--- src/rtl/instr_fetch_unit_pkg.sv ---
// Shared fetch/decode definitions: data width, NOP encoding, fetch buffer entry
// and the 5-bit major opcodes (instr[6:2]) the decoder switches on.
package fetch_pkg;

  localparam int unsigned XLEN = 32;
  localparam logic [XLEN-1:0] NOP_INSTR = 32'h0000_0013;

  typedef struct packed {
    logic [XLEN-1:0] pc;
    logic [XLEN-1:0] instr;
  } fetch_entry_t;

  localparam logic [4:0] OPCODE_LOAD     = 5'b00000;
  localparam logic [4:0] OPCODE_MISC_MEM = 5'b00011;
  localparam logic [4:0] OPCODE_OP_IMM   = 5'b00100;
  localparam logic [4:0] OPCODE_AUIPC    = 5'b00101;
  localparam logic [4:0] OPCODE_STORE    = 5'b01000;
  localparam logic [4:0] OPCODE_OP       = 5'b01100;
  localparam logic [4:0] OPCODE_LUI      = 5'b01101;
  localparam logic [4:0] OPCODE_BRANCH   = 5'b11000;
  localparam logic [4:0] OPCODE_JALR     = 5'b11001;
  localparam logic [4:0] OPCODE_JAL      = 5'b11011;
  localparam logic [4:0] OPCODE_SYSTEM   = 5'b11100;

endpackage

--- src/rtl/instr_fetch_unit_if.sv ---
// Fetch-unit bus: instruction-memory request/response, decode handshake and
// execute redirect. master = fetch unit, slave = memory/decode/execute side.
interface instr_fetch_unit_if;
  import fetch_pkg::*;

  logic            imem_req_valid;
  logic            imem_req_ready;
  logic [XLEN-1:0] imem_addr;
  logic            imem_rsp_valid;
  logic [XLEN-1:0] imem_rdata;
  logic            if_valid;
  logic            if_ready;
  logic [XLEN-1:0] if_instr;
  logic [XLEN-1:0] if_pc;
  logic            if_illegal;
  logic            redirect_valid;
  logic [XLEN-1:0] redirect_pc;

  modport master (
    output imem_req_valid, imem_addr, if_valid, if_instr, if_pc, if_illegal,
    input  imem_req_ready, imem_rsp_valid, imem_rdata, if_ready,
           redirect_valid, redirect_pc
  );

  modport slave (
    input  imem_req_valid, imem_addr, if_valid, if_instr, if_pc, if_illegal,
    output imem_req_ready, imem_rsp_valid, imem_rdata, if_ready,
           redirect_valid, redirect_pc
  );

endinterface

--- src/rtl/instr_fetch_unit_fifo.sv ---
// Small synchronous FIFO (power-of-2 depth) with flush; push while full is
// accepted only when a pop frees the slot in the same cycle.
module fetch_fifo
  import fetch_pkg::*;
#(
  parameter int unsigned DEPTH = 2,
  parameter type         T     = fetch_entry_t
) (
  input  logic                       clk,
  input  logic                       rst,
  input  logic                       flush,
  input  logic                       push,
  input  T                           push_data,
  input  logic                       pop,
  output T                           head,
  output logic                       empty,
  output logic                       full,
  output logic [$clog2(DEPTH+1)-1:0] count
);

  localparam int unsigned PW = $clog2(DEPTH);
  localparam int unsigned CW = $clog2(DEPTH+1);

  T              mem [DEPTH];
  logic [PW-1:0] rd_ptr;
  logic [PW-1:0] wr_ptr;
  logic          do_push;
  logic          do_pop;

  always_comb begin
    empty   = (count == '0);
    full    = (count == CW'(DEPTH));
    do_pop  = pop && !empty;
    do_push = push && (!full || do_pop);
    head    = mem[rd_ptr];
  end

  always_ff @(posedge clk) begin
    if (rst || flush) begin
      rd_ptr <= '0;
      wr_ptr <= '0;
      count  <= '0;
    end else begin
      if (do_push) begin
        mem[wr_ptr] <= push_data;
        wr_ptr      <= wr_ptr + 1'b1;
      end
      if (do_pop) begin
        rd_ptr <= rd_ptr + 1'b1;
      end
      count <= count + CW'(do_push) - CW'(do_pop);
    end
  end

endmodule

--- src/rtl/instr_fetch_unit.sv ---
// Instruction fetch unit: PC, credit-limited in-order imem reads, buffered
// {pc,instr} stream to decode, redirect with stale-response discard.
// Optional macro FETCH_ILLEGAL_CHECK_EN enables the non-32-bit instruction flag.
module instr_fetch_unit
  import fetch_pkg::*;
#(
  parameter logic [XLEN-1:0] RESET_PC   = '0,
  parameter int unsigned     FIFO_DEPTH = 2
) (
  input logic                clk,
  input logic                rst,
  instr_fetch_unit_if.master bus
);

  localparam int unsigned CW = $clog2(FIFO_DEPTH+1);

  logic [XLEN-1:0] fetch_pc;
  logic [XLEN-1:0] rsp_pc;
  logic [CW-1:0]   outstanding;
  logic [CW-1:0]   discard;
  logic [CW-1:0]   fifo_count;
  logic [CW:0]     inflight;
  logic            fifo_empty;
  logic            fifo_full;
  logic            pcq_empty;
  logic            pcq_full;
  logic            credit_ok;
  logic            req_fire;
  logic            rsp_keep;
  logic            pop;
  fetch_entry_t    head;
  fetch_entry_t    push_entry;

  always_comb begin
    inflight  = {1'b0, fifo_count} + {1'b0, outstanding};
    credit_ok = (inflight < (CW+1)'(FIFO_DEPTH)) && !pcq_full;
  end

  assign bus.imem_req_valid = !rst && !bus.redirect_valid && credit_ok;
  assign bus.imem_addr      = fetch_pc;
  assign req_fire           = bus.imem_req_valid && bus.imem_req_ready;
  assign rsp_keep           = bus.imem_rsp_valid && !pcq_empty && (discard == '0)
                              && !bus.redirect_valid;
  assign pop                = !fifo_empty && bus.if_ready;
  assign push_entry         = '{pc: rsp_pc, instr: bus.imem_rdata};

  fetch_fifo #(
    .DEPTH (FIFO_DEPTH),
    .T     (fetch_entry_t)
  ) u_fetch_fifo (
    .clk       (clk),
    .rst       (rst),
    .flush     (bus.redirect_valid),
    .push      (rsp_keep),
    .push_data (push_entry),
    .pop       (pop),
    .head      (head),
    .empty     (fifo_empty),
    .full      (fifo_full),
    .count     (fifo_count)
  );

  // The pc queue holds one entry per in-flight request, so its occupancy is
  // the outstanding count. It is never flushed: stale responses still pop it.
  fetch_fifo #(
    .DEPTH (FIFO_DEPTH),
    .T     (logic [XLEN-1:0])
  ) u_pc_queue (
    .clk       (clk),
    .rst       (rst),
    .flush     (1'b0),
    .push      (req_fire),
    .push_data (fetch_pc),
    .pop       (bus.imem_rsp_valid),
    .head      (rsp_pc),
    .empty     (pcq_empty),
    .full      (pcq_full),
    .count     (outstanding)
  );

  always_ff @(posedge clk) begin
    if (rst) begin
      fetch_pc <= RESET_PC;
      discard  <= '0;
    end else if (bus.redirect_valid) begin
      fetch_pc <= bus.redirect_pc & ~XLEN'(3);
      discard  <= outstanding - CW'(bus.imem_rsp_valid);
    end else begin
      if (req_fire) begin
        fetch_pc <= fetch_pc + XLEN'(4);
      end
      if (bus.imem_rsp_valid && (discard != '0)) begin
        discard <= discard - 1'b1;
      end
    end
  end

  always_comb begin
    bus.if_valid = !fifo_empty;
    bus.if_instr = fifo_empty ? NOP_INSTR : head.instr;
    bus.if_pc    = fifo_empty ? '0 : head.pc;
  end

`ifdef FETCH_ILLEGAL_CHECK_EN
  assign bus.if_illegal = !fifo_empty && (head.instr[1:0] != 2'b11);
`else
  assign bus.if_illegal = 1'b0;
`endif

  a_no_live_drop : assert property (@(posedge clk) disable iff (rst)
    !(rsp_keep && fifo_full && !pop));

endmodule
--- src/flat_wrapper.sv ---
// flat-port wrapper written by rule: the top's interface ports become plain ports
module instr_fetch_unit_flat import fetch_pkg::*;
#(
  parameter logic [XLEN-1:0] RESET_PC   = '0,
  parameter int unsigned     FIFO_DEPTH = 2
)
  (clk, rst, bus_imem_req_valid, bus_imem_addr, bus_if_valid, bus_if_instr, bus_if_pc, bus_if_illegal, bus_imem_req_ready, bus_imem_rsp_valid, bus_imem_rdata, bus_if_ready, bus_redirect_valid, bus_redirect_pc);
  instr_fetch_unit_if bus_i ();
  input logic clk;
  input logic rst;
  output wire logic [$bits(bus_i.imem_req_valid)-1:0] bus_imem_req_valid;
  output wire logic [$bits(bus_i.imem_addr)-1:0] bus_imem_addr;
  output wire logic [$bits(bus_i.if_valid)-1:0] bus_if_valid;
  output wire logic [$bits(bus_i.if_instr)-1:0] bus_if_instr;
  output wire logic [$bits(bus_i.if_pc)-1:0] bus_if_pc;
  output wire logic [$bits(bus_i.if_illegal)-1:0] bus_if_illegal;
  input wire logic [$bits(bus_i.imem_req_ready)-1:0] bus_imem_req_ready;
  input wire logic [$bits(bus_i.imem_rsp_valid)-1:0] bus_imem_rsp_valid;
  input wire logic [$bits(bus_i.imem_rdata)-1:0] bus_imem_rdata;
  input wire logic [$bits(bus_i.if_ready)-1:0] bus_if_ready;
  input wire logic [$bits(bus_i.redirect_valid)-1:0] bus_redirect_valid;
  input wire logic [$bits(bus_i.redirect_pc)-1:0] bus_redirect_pc;
  assign bus_imem_req_valid = bus_i.imem_req_valid;
  assign bus_imem_addr = bus_i.imem_addr;
  assign bus_if_valid = bus_i.if_valid;
  assign bus_if_instr = bus_i.if_instr;
  assign bus_if_pc = bus_i.if_pc;
  assign bus_if_illegal = bus_i.if_illegal;
  assign bus_i.imem_req_ready = bus_imem_req_ready;
  assign bus_i.imem_rsp_valid = bus_imem_rsp_valid;
  assign bus_i.imem_rdata = bus_imem_rdata;
  assign bus_i.if_ready = bus_if_ready;
  assign bus_i.redirect_valid = bus_redirect_valid;
  assign bus_i.redirect_pc = bus_redirect_pc;
  instr_fetch_unit #(.RESET_PC(RESET_PC), .FIFO_DEPTH(FIFO_DEPTH)) u_core (.clk(clk), .rst(rst), .bus(bus_i));
endmodule
--- config.mk ---
export PLATFORM = sky130hd
export DESIGN_NAME = instr_fetch_unit_flat
export DESIGN_NICKNAME = d
export VERILOG_FILES = /design/src/rtl/instr_fetch_unit_pkg.sv /design/src/rtl/instr_fetch_unit_if.sv /design/src/rtl/instr_fetch_unit_fifo.sv /design/src/rtl/instr_fetch_unit.sv /design/src/flat_wrapper.sv
export SDC_FILE = /design/constraint.sdc
export NUM_CORES = 1
export LEC_CHECK = 0
export BUFFER_PORTS_ARGS = -buffer_cell sky130_fd_sc_hd__buf_2
export CAP_MARGIN = 10
export CORE_AREA = 2 2 165 167
export CTS_CLUSTER_SIZE = 25
export DETAILED_ROUTE_END_ITERATION = 10
export DIE_AREA = 0 0 167 169
export GPL_TIMING_DRIVEN = 1
export PLACE_DENSITY = 0.64
export RECOVER_POWER = 25
export SLEW_MARGIN = 20
export SYNTH_ARGS = -nofsm -noshare
export SYNTH_HDL_FRONTEND = slang
export SYNTH_HIERARCHICAL = 1
export SYNTH_SLANG_ARGS = --single-unit
--- constraint.sdc ---
create_clock -name clk -period 23.9 [get_ports clk]
set_clock_uncertainty 0.1 [all_clocks]
set_input_delay 5.975 -clock clk [delete_from_list [all_inputs] [get_ports clk]]
set_output_delay 5.975 -clock clk [all_outputs]
set_load 0.02 [all_outputs]
### After elaboration in Yosys (flattened, before gate mapping)

Memories as Yosys holds them, arrays and structs flattened. A register that Yosys moved wholly into a read port is not among the register bits.
Cells that the tools add are included.
W data, S select, Z words.

| operators by class | value |
|---|---|
| shift-type cells | 0 |
| divide/modulo/power cells | 0 |
| multiplexer cells | 16 |
| bitwise gates (word level) | 0 |
| equality and inequality tests | 2 |
| $mul | 0 |
| $add $sub $neg | 12 |
| reductions and logical operators | 28 |
| magnitude comparators | 1 |

Operator list:

| kind | number |
|---|---|
| $mux W32 | 4 |
| $add A32 B3 Y32 const B | 1 |
| $logic_and A1 B1 Y1 | 12 |
| $mux W1 | 10 |
| $logic_not A1 Y1 | 6 |
| $logic_not A2 Y1 | 3 |
| $reduce_bool A2 Y1 | 3 |
| $sub A2 B1 Y2 | 3 |
| $add A1 B1 Y1 const B | 4 |
| $add A2 B1 Y2 | 2 |
| $eq A2 B2 Y1 const B | 2 |
| $mux W2 | 2 |
| $add A2 B2 Y3 | 1 |
| $logic_or A1 B1 Y1 | 3 |
| $lt A3 B2 Y1 const B | 1 |
| $reduce_or A2 Y1 | 1 |
| $sub A2 B1 Y2 const B | 1 |

| storage, ports and cells | value |
|---|---|
| output and inout bits | 99 |
| bits in registers | 42 |
| bits in read-only memories | 0 |
| bits in latches | 0 |
| memories kept | 2 |
| memory bits (writable) | 192 |

Memories:

| memory | words | bits a word | read ports | clocked after Yosys merged registers in | write ports | line | source |
|---|---|---|---|---|---|---|---|
| u_core.u_fetch_fifo.mem | 2 | 64 | 1 | 1 | 1 | instr_fetch_unit_fifo.sv:24 | `T mem [DEPTH];` |
| u_core.u_pc_queue.mem | 2 | 32 | 1 | 1 | 1 | instr_fetch_unit_fifo.sv:24 |  |

### Logic depth before layout (Yosys ltp)

| depth | value |
|---|---|
| depth after elaboration | 9 |
| depth in mapped cells | 14 |

### Hierarchy

The synthesis kept the hierarchy.

Modules (own cells, without submodules):

| module | area an instance (um^2) | sequential area each (um^2) | times used | cells each |
|---|---|---|---|---|
| fetch_fifo (u_core.u_fetch_fifo) | 4,849.7 | 3,943.8 | 1 | 229 |
| fetch_fifo (u_core.u_pc_queue) | 2,551.2 | 2,021.9 | 1 | 130 |
| instr_fetch_unit | 2,471.1 | 640.6 | 1 | 325 |

### Least setup slack after synthesis

OpenSTA, ideal clock, no wires.

| timing path | value |
|---|---|
| path type | input to register |
| start point | input bus_redirect_valid |
| end point | memory u_core/u_fetch_fifo/mem[1][0] (netlist name) (enable) |
| library setup time | 665 ps |
| arrival | 13,715 ps |
| stages on the path | 4 |
| setup slack | 9,419 ps |
| path through | clkbuf_1 -> nor4bb_1 -> o21ai_0 -> nor4b_1 |

| on the way | value |
|---|---|
| longest elaborated chain between the ends | 6 |

RTL lines:

| item | line | source |
|---|---|---|
| start, declared | flat_wrapper.sv:21 | `input wire logic [$bits(bus_i.redirect_valid)-1:0] bus_redirect_valid;` |
| $logic_not A1 Y1 | instr_fetch_unit.sv:43 | `&& !bus.redirect_valid;` |
| $logic_and A1 B1 Y1 | instr_fetch_unit.sv:43 |  |
| via u_core.rsp_keep | instr_fetch_unit.sv:29 | `logic rsp_keep;` |
| $logic_and A1 B1 Y1 | instr_fetch_unit_fifo.sv:34 | `do_push = push && (!full \|\| do_pop);` |
| $mux W1 | instr_fetch_unit_fifo.sv:44 | `if (do_push) begin` |
| $mux W1 | instr_fetch_unit_fifo.sv:39 | `if (rst \|\| flush) begin` |
| $mux W1 (not written as such) | instr_fetch_unit_fifo.sv:45 | `mem[wr_ptr] <= push_data;` |
| end, declared | instr_fetch_unit_fifo.sv:24 |  |

The timed path passes the listed nets, and every way through them passes these cells.

### Final worst setup path

| timing path | value |
|---|---|
| start point | input bus_redirect_valid |
| end point | output bus_imem_req_valid |

| on the way | value |
|---|---|
| longest elaborated chain between the ends | 3 |

RTL lines:

| item | line | source |
|---|---|---|
| $logic_not A1 Y1 | instr_fetch_unit.sv:39 | `assign bus.imem_req_valid = !rst && !bus.redirect_valid && credit_ok;` |
| $logic_and A1 B1 Y1 (2 in series) | instr_fetch_unit.sv:39 |  |
| end, declared | flat_wrapper.sv:11 | `output wire logic [$bits(bus_i.imem_req_valid)-1:0] bus_imem_req_valid;` |

Every way passes these cells.

==> flow_summary.yaml <==
timing:
  relSlewSlack_pct: -45.7
  setup_viol: 0
  fmax_mhz: 75.4
  finalMaxSlewViolations: 33
  min_period_ns: 13.26
  tightest_slew_ns: 2.19
  finalHoldViolCount: 0
  fin_tns_setup_ns: 0
  setup_ws_ns: 10.64
  whs_ns: 0.383
  rsz0062_at_grt: "no"
  fin_crit_sh_pct: 55.5
cells_and_area:
  area_growth_pct: 20.8
  drive_gt1_share_pct: 35.1
  design_area_mm2: 0.0119
  diodes: 0
  nNetsFinal: 931
  register_area_mm2: 0.00661
  fillers: 2401
  multi_input_area_mm2: 0.00309
  fin_cells: 1215
worst_setup_path:
  crit_path_start_kind: "input port"
  cp_max_fo: 40
  criticalPathCategory: "input port to output pin"
  critical_path_required_ns: 17.83
  worst_ep_arrival_time_ns: 7.19
  reg2reg_slack_ns: 20.08
  cp-end-kind: "output pin"
  regToRegStartpoint: "u_core/u_fetch_fifo/count[0]"
  critPathLaunch: "bus_redirect_valid"
placement:
  gp_congestion: 0.758
  dp_slack_ns: 10.64
  place_hpwl_um: 13500
  portBuffers: 163
  place_area_mm2: 0.0111
  dp.cells: 1168
floorplanning:
  core-area_mm2: 0.0265
  rows: 60
  pin_count: 169
  dieArea_mm2: 0.0282
  die_h_um: 169
  die_width_um: 167
  initial_core_util_pct: 37.2
pwr:
  powerDensity_mw_per_mm2: 73.2
  ir_drop_mv: 0.0433
  p_leak_nw: 4.32
synth:
  postSynthCellCount: 683
  synth_area_mm2: 0.00987
  syn_area_per_cell_um2: 14.4
  yosys_warnings: 6
global_route:
  grt_overflow: 0
  antenna_found_initial: 0
  grt_usage_pct: 15.2
  grt_pass1_vias: 6025
  grt_pass1_wl_um: 33800
  grt_max_degree: 67
clock_tree:
  clockBufferDepth: 3
  clock-sinks: 234
  cts_hold_buffers: 0
  cts_tree: "built"
  ctsResizeCount: 0
  cts_buffers: 25
  post_cts_buffers: 0
  insertion_delay_ns: 0.51
  path_clk_slew_ns: 0.06
  cts_root_buf: "clkbuf_16"
  cts-htree-levels: 1
routing:
  routedWlPerCell_um: 18.1
  vias: 6090
  via_per_inst: 5.01
  antenna_left: 0
  drc: 0
  dr.pass1.iters: 7
  dr.first_iter.drc_count: 313
  wirelength_um: 22000
flow_run:
  max_cap_viol_count: 1
status:
  outcome: "complete, but fails checks"
  violations: "max-capacitance violations, max-slew violations"
hold_path:
  worstHoldStart: "u_core/u_pc_queue/wr_ptr"
  hold_path.class: "flop to flop"
flip-flops by register name, summed over array words and instances, names as in the netlist, named ones only:
signal,flops
u_core/u_fetch_fifo/wr_ptr,1
u_core/u_fetch_fifo/rd_ptr,1
u_core/discard,2
u_core/u_pc_queue/wr_ptr,1
u_core/u_fetch_fifo/mem,128
u_core/u_pc_queue/count,2
u_core/u_pc_queue/rd_ptr,1
u_core/bus.imem_addr,30
u_core/u_fetch_fifo/count,2
u_core/u_pc_queue/mem,64
layout by cell type, fill, tap and decap left out, types with 3 or more instances in the layout:
cell type,n
clkinv_2,4
xnor2_1,7
edfxtp_1,192
nor3_1,12
xor2_1,14
o22ai_1,12
nor2_4,3
and2_1,16
a211oi_1,4
ha_1,5
mux2_2,76
clkinvlp_4,3
dfxtp_1,41
a221oi_1,3
inv_1,11
mux2_1,21
nand2b_1,3
buf_2,163
mux2i_1,3
a31oi_1,14
o211ai_1,3
buf_4,7
clkinv_1,4
clkbuf_1,4
nand2_1,18
a21oi_1,10
or3_1,6
nand4_1,10
conb_1,12
and3_1,11
nor2b_1,62
nand3_1,15
or2_2,4
nor2_1,22
clkbuf_16,25
o21ai_0,14
bufinv_16,3
critical path: stages:
cell    delay [ns]
buf_2         0.33
or4_1         0.60
nor2_1        0.10
buf_2         0.17
layer usage:
| metal | vias to the layer above | GRT usage (%) | part of all wire, % |
|---|---|---|---|
| met5 | - | 0 | 0 |
| met4 | 0 | 4.80 | 2.1 |
| met3 | 25 | 2.74 | 5.8 |
| met2 | 220 | 25.1 | 47 |
| met1 | 2962 | 20.6 | 45 |
| li1 | 2883 | - | - |
path summary, 6_finish.rpt:
check,to,cells past startpoint
max,bus_imem_req_valid,4
min,u_core/u_pc_queue/wr_ptr,2
max reg2reg,u_core/u_pc_queue/mem[1][12],8
min reg2reg,u_core/u_pc_queue/wr_ptr,2
layout make-up:
cell class,count,share of cell area [%]
inverters,13,0.451
flip-flops and latches,234,55.5
clock buffers,30,5.57
clock inverters,16,1.43
repair buffers,172,7.55
multi-input cells,409,26.0
well taps,341,3.58
power breakdown:
part	switching, mW	total [mW]	internal, mW
combinational	0.0203	0.0337	0.0134
sequential	0.00778	0.452	0.444
clock	0.156	0.387	0.232
per-stage QoR:
step	power (mW)	utilization (%)
after floorplan	0.477	-
after global placement	0.493	41.7
after detailed placement	0.494	41.7
after CTS	0.883	44.9
after global routing	0.905	45.0
final	0.872	45.0
(Power assumes the default switching activity.)
